$ cat src/rtl/rr_stream_arbiter.sv
// Round-robin stream arbiter with optional burst lock.
// Merges NUM_REQ valid/ready word streams into one registered output stream.
module rr_stream_arbiter #(
  parameter int DATA_WIDTH = 32,
  parameter int NUM_REQ    = 4,
  parameter int IDX_WIDTH  = 2,
  parameter int BURST_LEN  = 4
) (
  input  logic                          clock,
  input  logic                          reset,
  input  logic [NUM_REQ*DATA_WIDTH-1:0] din,
  input  logic [NUM_REQ-1:0]            din_v,
  output logic [NUM_REQ-1:0]            din_r,
  output logic [DATA_WIDTH-1:0]         dout,
  output logic                          dout_v,
  input  logic                          dout_r,
  output logic [IDX_WIDTH-1:0]          dout_sel
);

  localparam int CNT_WIDTH = $clog2(BURST_LEN + 1);
  localparam logic [IDX_WIDTH-1:0] LAST_IDX  = IDX_WIDTH'(NUM_REQ - 1);
  localparam logic [CNT_WIDTH-1:0] BURST_MAX = CNT_WIDTH'(BURST_LEN);

  typedef enum logic {IDLE, BURST} state_t;

  state_t                  state_reg, state_next;
  logic [IDX_WIDTH-1:0]    owner_reg, owner_next;
  logic [CNT_WIDTH-1:0]    burst_cnt_reg, burst_cnt_next;
  logic [IDX_WIDTH-1:0]    rr_ptr_reg, rr_ptr_next;
  logic [DATA_WIDTH-1:0]   dout_reg;
  logic                    dout_v_reg;
  logic [IDX_WIDTH-1:0]    dout_sel_reg;

  logic                    load_en;
  logic                    keep;
  logic [IDX_WIDTH-1:0]    search_start;
  logic                    hit;
  logic [IDX_WIDTH-1:0]    hit_idx;
  logic                    grant_any;
  logic [IDX_WIDTH-1:0]    grant_idx;
  logic [NUM_REQ-1:0]      grant;
  logic [NUM_REQ-1:0]      owner_match;
  logic [NUM_REQ-1:0]      hi_v;
  logic [CNT_WIDTH-1:0]    burst_inc;
  logic [DATA_WIDTH-1:0]   grant_data;

  // Priority chains: lowest valid index at/after search_start, and lowest valid overall.
  logic                    hi_found  [NUM_REQ+1];
  logic [IDX_WIDTH-1:0]    hi_idx    [NUM_REQ+1];
  logic                    all_found [NUM_REQ+1];
  logic [IDX_WIDTH-1:0]    all_idx   [NUM_REQ+1];
  logic [DATA_WIDTH-1:0]   data_or   [NUM_REQ+1];

  function automatic logic [IDX_WIDTH-1:0] wrap_inc(input logic [IDX_WIDTH-1:0] x);
    return (x == LAST_IDX) ? '0 : x + 1'b1;
  endfunction

  assign load_en      = ~dout_v_reg | dout_r;
  assign keep         = (state_reg == BURST) & (|owner_match);
  // A released lock resumes the search just past the old owner.
  assign search_start = (state_reg == BURST) ? wrap_inc(owner_reg) : rr_ptr_reg;

  assign hi_found[0]  = 1'b0;
  assign hi_idx[0]    = '0;
  assign all_found[0] = 1'b0;
  assign all_idx[0]   = '0;
  assign data_or[0]   = '0;

  for (genvar gi = 0; gi < NUM_REQ; gi++) begin : g_req
    localparam logic [IDX_WIDTH-1:0] GI = IDX_WIDTH'(gi);

    assign owner_match[gi]  = din_v[gi] & (owner_reg == GI);
    assign hi_v[gi]         = din_v[gi] & (GI >= search_start);

    assign hi_found[gi+1]   = hi_found[gi] | hi_v[gi];
    assign hi_idx[gi+1]     = hi_found[gi] ? hi_idx[gi] : GI;
    assign all_found[gi+1]  = all_found[gi] | din_v[gi];
    assign all_idx[gi+1]    = all_found[gi] ? all_idx[gi] : GI;

    assign grant[gi]        = grant_any & (grant_idx == GI);
    assign data_or[gi+1]    = data_or[gi] |
                              (din[gi*DATA_WIDTH +: DATA_WIDTH] & {DATA_WIDTH{grant[gi]}});
  end

  assign hit        = all_found[NUM_REQ];
  assign hit_idx    = hi_found[NUM_REQ] ? hi_idx[NUM_REQ] : all_idx[NUM_REQ];
  assign grant_any  = keep | hit;
  assign grant_idx  = keep ? owner_reg : hit_idx;
  assign grant_data = data_or[NUM_REQ];
  assign burst_inc  = burst_cnt_reg + 1'b1;

  // Reset also masks the accept strobes combinationally so they drop at once.
  assign din_r = (load_en & ~reset) ? grant : '0;

  always_comb begin
    state_next     = state_reg;
    owner_next     = owner_reg;
    burst_cnt_next = burst_cnt_reg;
    rr_ptr_next    = rr_ptr_reg;
    if (load_en) begin
      if (keep) begin
        burst_cnt_next = burst_inc;
        if (burst_inc == BURST_MAX) begin
          rr_ptr_next = wrap_inc(owner_reg);
          state_next  = IDLE;
        end
      end else begin
        if (state_reg == BURST) begin
          rr_ptr_next = wrap_inc(owner_reg);
          state_next  = IDLE;
        end
        if (hit) begin
          if (BURST_LEN == 1) begin
            rr_ptr_next = wrap_inc(hit_idx);
          end else begin
            owner_next     = hit_idx;
            burst_cnt_next = CNT_WIDTH'(1);
            state_next     = BURST;
          end
        end
      end
    end
  end

  always_ff @(posedge clock or posedge reset) begin
    if (reset) begin
      state_reg     <= IDLE;
      owner_reg     <= '0;
      burst_cnt_reg <= '0;
      rr_ptr_reg    <= '0;
      dout_reg      <= '0;
      dout_v_reg    <= 1'b0;
      dout_sel_reg  <= '0;
    end else begin
      state_reg     <= state_next;
      owner_reg     <= owner_next;
      burst_cnt_reg <= burst_cnt_next;
      rr_ptr_reg    <= rr_ptr_next;
      if (load_en) begin
        dout_v_reg <= grant_any;
        if (grant_any) begin
          dout_reg     <= grant_data;
          dout_sel_reg <= grant_idx;
        end
      end
    end
  end

  assign dout     = dout_reg;
  assign dout_v   = dout_v_reg;
  assign dout_sel = dout_sel_reg;

endmodule

$ cat config.mk
export PLATFORM = sky130hd
export DESIGN_NAME = rr_stream_arbiter
export DESIGN_NICKNAME = d
export VERILOG_FILES = /design/src/rtl/rr_stream_arbiter.sv
export SDC_FILE = /design/constraint.sdc
export NUM_CORES = 1
export LEC_CHECK = 0
export CAP_MARGIN = 20
export CORE_MARGIN = 5
export CORE_UTILIZATION = 40
export DETAILED_ROUTE_END_ITERATION = 10
export PLACE_DENSITY_LB_ADDON = 0.12
export SLEW_MARGIN = 20
export SYNTH_ARGS = -nofsm -noshare
export SYNTH_HDL_FRONTEND = slang
export SYNTH_SLANG_ARGS = --single-unit
$ cat constraint.sdc
create_clock -name clock -period 4.4 [get_ports clock]
set_input_delay 0.44 -clock clock [delete_from_list [all_inputs] [get_ports clock]]
set_output_delay 0.44 -clock clock [all_outputs]
set_load 0.02 [all_outputs]
# == Word level (Yosys, flattened, before mapping) ==
# Cells that the tools add are included.
# classes
n_addsub,2
n_lt_le_gt_ge,4
n_eq_ne,8
mux,18
n_bitwise,32
reduce_logical,8
# ops
operator,n
AND 32 bit,4
bitwise OR 32 bit,3
two-way mux 2 bit,10
AND 1 bit,14
"equality test 2 bit, second input constant",4
bitwise OR 1 bit,8
two-way mux 3 bit,2
AND reduction 2 bit,3
two-way mux 1 bit,5
"equality test 2 x 1 -> 1 bit, second input constant",2
">= comparator 1 x 2 -> 1 bit, first input constant",2
">= comparator 2 bit, first input constant",2
zero test 2 bit,2
two-way mux 4 bit,1
OR reduction 4 bit,1
"adder 3 x 1 -> 3 bit, second input constant",1
"equality test 3 bit, second input constant",1
NOT 1 bit,3
AND reduction 3 bit,1
"adder 2 x 1 -> 2 bit, second input constant",1
"inequality test 2 x 1 -> 1 bit, second input constant",1
nonzero test 2 bit,1
# totals
register_bits,43
in_bits,135
word_cells,79

# == Logic depth before layout (Yosys ltp) ==
# Gate-level depths: netlist of the first run.
# depth
word_depth,16
depth_mapped,11
depth_no_buf,9

# == Least setup slack after synthesis of the first run ==
# OpenSTA, ideal clock, no wires.
# synth_timing
kind,register to output
from,register owner_reg[0]
to,output din_r[2]
arrival_time_ns,2.517
t_required_ns,3.960
setup_slack_ns,1.443
stages_incl_launch_ff,10
path_buffers,1
path_cell_list,dfrtp_1 -> inv_1 -> ha_1 -> mux2i_1 -> and2_1 -> o21ai_1 -> a31oi_1 -> nand2_1 -> buf_2 -> nor4b_1
# synth_between
elab_chain_cells,13
word_cells_on_any_way,33
# synth_rtl
element,line,source
start: declaration,27,"logic [IDX_WIDTH-1:0] owner_reg, owner_next;"
start signal: assignment,136,owner_reg <= owner_next;
adder 2 x 1 -> 2 bit or equality test 2 bit (tied branches),"55, 72",
two-way mux 2 bit,55,return (x == LAST_IDX) ? '0 : x + 1'b1;
two-way mux 2 bit,--,
>= comparator 1 x 2 -> 1 bit,73,assign hi_v[gi] = din_v[gi] & (GI >= search_start);
AND 1 bit,73,
two-way mux 1 bit or bitwise OR 1 bit (tied branches),"76, 75",
two-way mux 2 bit or bitwise OR 1 bit (tied branches) (2 in series),"76, 75",
two-way mux 2 bit,86,assign hit_idx = hi_found[NUM_REQ] ? hi_idx[NUM_REQ] : all_idx[NUM_REQ];
two-way mux 2 bit,88,assign grant_idx = keep ? owner_reg : hit_idx;
equality test 2 bit,80,assign grant[gi] = grant_any & (grant_idx == GI);
AND 1 bit *,80,
two-way mux 4 bit *,93,assign din_r = (load_en & ~reset) ? grant : '0;
end: declaration,13,"output logic [NUM_REQ-1:0] din_r,"
# Every way passes the cells marked *; elsewhere a longest branch is shown, timed or not.

# == Worst setup path in the final report of the first run ==
# Same ends and word-level chain as after synthesis.

==> results of run 1 <==
-- worst max-delay path, delay by kind of cell, from the launching register on --
kind                       cells  cell delay [ns]
DFF                            1             0.42
muxes                          1             0.27
adders and majority gates      1             0.31
buffers and inverters          2             0.76
AOI/OAI and AO/OA              2             0.69
and+or+nand+nor                3             0.86
-- power groups by stage --
stage	clock, mW	combinational, mW	sequential (mW)
4_1_cts	0.249	2.26	0.704
5_1_grt	0.266	2.40	0.729
3_3_place_gp	0	2.23	0.703
2_1_floorplan	0	1.35	0.898
3_5_place_dp	0	2.26	0.711
6_report	0.239	2.24	0.701
-- cell usage after synthesis (all sizes together) (2+ instances only) --
cell	n
o221ai	32
mux2i	63
o21ai	8
nor4	3
nand2	16
dfrtp	43
nor4b	2
inv	4
clkbuf	8
a21oi	4
a22o	3
mux2	2
ha	6
nor2b	5
nor2	6
nand2b	4
o21a	31
a31oi	4
buf	14
-- cell type report --
cell class / instances / area, sq um / area share
clock inverter: 1 / 5.005 / 0.001063
tap: 96 / 120.1 / 0.02551
inverter: 4 / 15.01 / 0.003189
timing repair buffer: 179 / 1777 / 0.3774
multi-input combinational: 198 / 1639 / 0.3481
sequential: 43 / 1076 / 0.2285
clock buffer: 7 / 76.32 / 0.01621
-- metrics by stage --
step                      area, sq um    util  instances  power (mW)
after detailed placement         4627  0.6773        520       2.972
after global placement           4627  0.6773        520       2.934
after global routing             4708  0.6892        528       3.399
after floorplan                  2820       -        267       2.246
after CTS                        4708  0.6892        528       3.217
final                            4708  0.6892        528       3.185
-- cell families (layout without fill, tap and decap cells) --
family	Yosys count	after routing
AOI/OAI and AO/OA	86	86
muxes	65	65
DFF	43	43
and+or+nand+nor	40	40
buffers and inverters	26	191
adders and majority gates	6	6
xor gates and xnor gates	1	1
-- layer usage --
layer	vias up	global-route usage	share of wire
li1	1360	-	-
met1	1274	0.2267	0.40
met2	96	0.3572	0.50
met3	6	0.05769	0.082
met4	0	0.04091	0.0095
met5	-	0	0
-- worst min-delay path by stage --
stage / end / slack (ns)
global route: dout[20]$_DFFE_PP0P_ / 0.51
global placement: dout_sel[0]$_DFFE_PP0P_ / 0.46
detailed placement: dout_sel[0]$_DFFE_PP0P_ / 0.47
finish: dout_sel[0]$_DFFE_PP0P_ / 0.49
CTS: dout_sel[0]$_DFFE_PP0P_ / 0.49
floorplan: burst_cnt_reg[2]$_DFFE_PP0P_ / 0.47
-- cell usage in the layout, fill, tap and decap left out, types with 2 or more instances in the layout --
cell type | Yosys | final
nand2b_1 | 4 | 4
clkdlybuf4s50_1 | 0 | 173
nor4b_1 | 2 | 2
a31oi_1 | 3 | 2
ha_1 | 6 | 6
inv_1 | 3 | 2
o21a_1 | 31 | 31
clkbuf_8 | 0 | 5
nor4_1 | 3 | 3
a31oi_4 | 0 | 2
inv_2 | 1 | 2
a22o_1 | 3 | 3
clkbuf_1 | 8 | 2
o21ai_1 | 2 | 2
nor2b_1 | 5 | 5
nor2_1 | 6 | 5
a21oi_1 | 4 | 4
o221ai_1 | 32 | 32
nand2_1 | 16 | 16
o21ai_0 | 5 | 5
buf_4 | 1 | 6
mux2i_1 | 63 | 63
dfrtp_1 | 43 | 43
==> impl_metrics.json, run 1 <==
{
  "cts.clk_slew.worst_paths_ns": 0.08,
  "ir_drop_v": 0.0006626,
  "async_reset_ff_frac": 1.000,
  "power.leakage_nw": 1.978,
  "area_growth_pct": 66.95,
  "synth-edff-count": 0,
  "yosysTopAreaCellShare": 0.3815,
  "io_pins": 174,
  "slowest_delay_ns": 0.66,
  "clk_path_buf_depth": 2,
  "pwr-share-seq": 0.220,
  "period_needed_ns": 4.043,
  "ys_seq_elements": 43,
  "dp_slack_ns": 0.5232,
  "power.density_nw_per_um2": 676.5,
  "path_cells": "inv_1 > ha_1 > mux2i_1 > and2_1 > o21ai_1 > a31oi_4 > nand2_1 > nor4b_1 > clkdlybuf4s50_1",
  "layout.nets": 572,
  "crit_slowest_cell": "clkdlybuf4s50_1",
  "core.rowCount": 30,
  "clock_latency_ns": 0.28,
  "num_vias": 2736,
  "yosys.area_share.adder": 0.02662,
  "gp_congestion": 0.8822,
  "yosysTopAreaCell": "dfrtp_1",
  "final.period_utilization": 0.9189,
  "fin_tns_setup_ns": 0,
  "core_area_sq_um": 6832,
  "synth_xor_area_frac": 0.003106,
  "ff2ff_setup_slack_ns": 1.26,
  "grt_pass1_vias": 2841,
  "syn_area_sq_um": 2820,
  "syn_area_per_cell_sq_um": 10.56,
  "setup_viol": 0,
  "worst-path-max-fanout": 19,
  "timing.slew.headroom": 0.4041,
  "combPwrFrac": 0.705,
  "firstDrtPassIters": 4,
  "grt_max_degree": 44,
  "synth_top_family_by_area": "compound AO/OA/AOI/OAI gates",
  "die_x_um": 93.97,
  "rsz0062_at_grt": "no",
  "critPathLaunch": "owner_reg[0]$_DFFE_PP0P_",
  "drv_cap": 0,
  "dp_hpwl_um": 7235,
  "ys.warnings.count": 0,
  "synth_nets": 408,
  "synth_compound_area_frac": 0.2369,
  "drc_errors": 0,
  "grt_pass1_wl_um": 13750,
  "yosys-top-cells-area": "dfrtp_1, mux2i_1, o221ai_1",
  "drt-wirelength-per-cell_um": 17.38,
  "post-cts-setup-buffers": 0,
  "wl_um": 9178,
  "synth.distinct_cells": 35,
  "drive_gt1_frac": 0.04630,
  "grt_overflow_total": 0,
  "drt_first_iter_violations": 76,
  "endpoint": "din_r[2]",
  "syn-instance-count": 267,
  "end_kind": "primary output",
  "numPortBuffers": 173,
  "p_sw_frac": 0.4419,
  "start_kind": "register",
  "skew_ns": 0.003507,
  "die_area_sq_um": 8829,
  "die_h_um": 93.97,
  "criticalPathCategory": "reg2out",
  "yosys.area_share.simple": 0.07187,
  "whs_path_depth": 2,
  "largest_reg_flops": 32,
  "hold_viol": 0,
  "arrival_ns": 3.60,
  "cts.sinks": 43,
  "worstReg2RegEnd": "dout[19]$_DFFE_PP0P_",
  "fill_cells": 572,
  "status": "finished, final reports clean",
  "rr_startpoint": "owner_reg[0]$_DFFE_PP0P_",
  "htree_levels": 2,
  "slew_violations": 0,
  "ys.flop_type": "dfrtp_1",
  "hold_buffers": 0,
  "hold_path_class": "reg2reg",
  "ys_seq_area_frac": 0.3815,
  "diodes": 0,
  "hold-worst-slack_ns": 0.4883,
  "initial_core_util": 0.4128,
  "synthMuxAreaShare": 0.2316,
  "avgViaCountPerCell": 5.182,
  "fmax_mhz": 247.3,
  "post_cts_resize_count": 0,
  "setup_slack_ns": 0.3568,
  "reg2reg_depth": 10,
  "cp.required_ns": 3.96,
  "p_switching_mw": 1.408,
  "worstHoldStart": "dout_sel[0]$_DFFE_PP0P_",
  "worst_slew_pin_slew_ns": 0.8925,
  "cts-root-buf": "clkbuf_8",
  "antenna_left": 0,
  "grt_use_total": 0.1963,
  "cts_tree": "done",
  "antenna_found_initial": 0,
  "clockPowerShare": 0.075,
  "p_int_mw": 1.777,
  "cts_buffers": 5
}
Note: power is estimated with default switching activity, not from simulation.
==> inputs of run 2 (changes only) <==
--- a/config.mk
+++ b/config.mk
@@ -9,7 +9,7 @@
 export CORE_MARGIN = 5
 export CORE_UTILIZATION = 40
 export DETAILED_ROUTE_END_ITERATION = 10
-export PLACE_DENSITY_LB_ADDON = 0.12
+export PLACE_DENSITY = 0.86
 export SLEW_MARGIN = 20
 export SYNTH_ARGS = -nofsm -noshare
 export SYNTH_HDL_FRONTEND = slang
==> run 2 against run 1 <==
  * Cell area is essentially flat
  * Critical path depth shrank 2
  * Wire length grew 2.3%
  * Combinational power is essentially flat
  * Register-to-register slack gained 0.10 ns
  * Utilization is essentially flat
  * Non-clock buffer count shrank 2
  * Worst hold slack is essentially flat
  * Critical path type unchanged
  * Highest routed layer unchanged
==> impl_metrics.json, run 2 (synthesis gave the netlist of run 1 again) <==
{
  "status": "finished, final reports clean",
  "wl_met2_um": 4647,
  "holdPathEnd": "dout_sel[0]$_DFFE_PP0P_",
  "area_growth_pct": 66.86,
  "largest_reg_flops": 32,
  "cts-root-buf": "clkbuf_8",
  "post-cts-setup-buffers": 0,
  "antenna_found_initial": 0,
  "drt_first_iter_violations": 98,
  "timing.slew.headroom": 0.3825,
  "num_vias": 2803,
  "gp_congestion": 0.8971,
  "power.leakage_nw": 1.973,
  "ff_latch_area_sq_um": 1076,
  "skew_ns": 0.008472,
  "final.period_utilization": 0.8215,
  "end_kind": "primary output",
  "die_area_sq_um": 8829,
  "grt_overflow_total": 0,
  "cts.clk_slew.worst_paths_ns": 0.08,
  "die_h_um": 93.97,
  "arrival_ns": 3.17,
  "period_needed_ns": 3.615,
  "hold_path_class": "reg2reg",
  "initial_core_util": 0.4128,
  "fmax_mhz": 276.6,
  "drt-wirelength-per-cell_um": 17.85,
  "grt_pass1_wl_um": 14810,
  "met1_length_um": 3557,
  "cts.sinks": 43,
  "clk_path_buf_depth": 2,
  "p_int_mw": 1.782,
  "grt_use_total": 0.2095,
  "rr_startpoint": "owner_reg[0]$_DFFE_PP0P_",
  "antenna_left": 0,
  "layout.nets": 570,
  "io_pins": 174,
  "ff2ff_setup_slack_ns": 1.36,
  "drive_gt1_frac": 0.04186,
  "numPortBuffers": 173,
  "highest_layer": "met4",
  "dp_hpwl_um": 7304,
  "clockPowerShare": 0.075,
  "fin_tns_setup_ns": 0,
  "power.density_nw_per_um2": 679.1,
  "layout_commonest_cell": "clkdlybuf4s50_1",
  "worstReg2RegEnd": "dout[8]$_DFFE_PP0P_",
  "htree_levels": 2,
  "slew_violations": 0,
  "clock_latency_ns": 0.29,
  "firstDrtPassIters": 4,
  "hold_buffers": 0,
  "dr_wl_met3_um": 958,
  "worstHoldStart": "dout_sel[0]$_DFFE_PP0P_",
  "cts_tree": "done",
  "wl_um": 9389,
  "multi_input_area_sq_um": 1639,
  "hold_viol": 0,
  "worst-path-max-fanout": 37,
  "whs_path_depth": 2,
  "criticalPathCategory": "reg2out",
  "core.rowCount": 30,
  "worst_slew_pin_slew_ns": 0.9249,
  "p_sw_frac": 0.4425,
  "post_cts_resize_count": 0,
  "fill_cells": 558,
  "rsz0062_at_grt": "no",
  "drc_errors": 0,
  "grt_max_degree": 60,
  "drv_cap": 0,
  "grt_pass1_vias": 2905,
  "diodes": 0,
  "pwr-share-seq": 0.221,
  "layout_common_cells": "clkdlybuf4s50_1, mux2i_1, dfrtp_1",
  "p_switching_mw": 1.414,
  "post-route-util": 0.6888,
  "combPwrFrac": 0.704,
  "avgViaCountPerCell": 5.329,
  "cp.required_ns": 3.96,
  "core_area_sq_um": 6832,
  "reg2reg_depth": 10,
  "setup_viol": 0,
  "cts_buffers": 5,
  "ir_drop_v": 0.0008774,
  "start_kind": "register",
  "die_x_um": 93.97
}
-- run 2: cell count changes in the layout (fill, tap and decap cells not counted) --
cell | previous run | this run
buf_12 | 0 | 1
buf_4 | 6 | 3
-- run 2: stage by stage --
stage / hold WS (ns) / instance area [sq um] / cells / total power [mW] / setup WS (ns)
final: 0.4886 / 4706 / 526 / 3.195 / 0.7852
after global routing: 0.5047 / 4706 / 526 / 3.415 / 0.5484
after CTS: 0.4947 / 4706 / 526 / 3.232 / 0.7828
after detailed placement: 0.4768 / 4624 / 518 / 2.983 / 0.8886
after global placement: 0.4632 / 4624 / 518 / 2.921 / 0.9414
after floorplan: 0.4687 / 2820 / 267 / 2.246 / 1.443
-- run 2: area by class of cell --
type,instances,share of cell area
repair buffers,177,0.3770
multi-input cells,198,0.3483
inverters,4,0.003191
flip-flops and latches,43,0.2287
clock buffers,7,0.01622
well taps,96,0.02553
clock inverters,1,0.001064
-- run 2: per-layer routing --
metal,vias to the layer above,GRT usage
met5,-,0
met4,0,0.05897
met3,18,0.07131
met2,115,0.3649
met1,1316,0.2434
li1,1354,-
-- run 2: power groups by stage --
| stage | Sequential, mW | Combinational, mW | Clock [mW] |
|---|---|---|---|
| after detailed placement | 0.714 | 2.27 | 0 |
| after CTS | 0.707 | 2.27 | 0.251 |
| final | 0.705 | 2.25 | 0.240 |
| after global routing | 0.731 | 2.41 | 0.270 |
| after floorplan | 0.898 | 1.35 | 0 |
| after global placement | 0.702 | 2.22 | 0 |
-- run 2: worst max-delay path by stage --
stage                                   from        to  slack [ns]  cells after the start
floorplan           owner_reg[0]$_DFFE_PP0P_  din_r[2]        1.44                      9
global placement                    din_v[2]  din_r[0]        0.94                      7
detailed placement                  din_v[2]  din_r[0]        0.89                      7
CTS                 owner_reg[0]$_DFFE_PP0P_  din_r[0]        0.78                      7
global route        owner_reg[0]$_DFFE_PP0P_  din_r[2]        0.55                      8
finish              owner_reg[0]$_DFFE_PP0P_  din_r[0]        0.79                      7
-- run 2: critical path: stages, from the launching register on --
cell and delay [ns]:
dfrtp_1 0.43, ha_1 0.25, o31ai_1 0.51, o221a_2 0.35, a31oi_4 0.09, buf_4 0.29
nor4b_1 0.30, clkdlybuf4s50_1 0.66
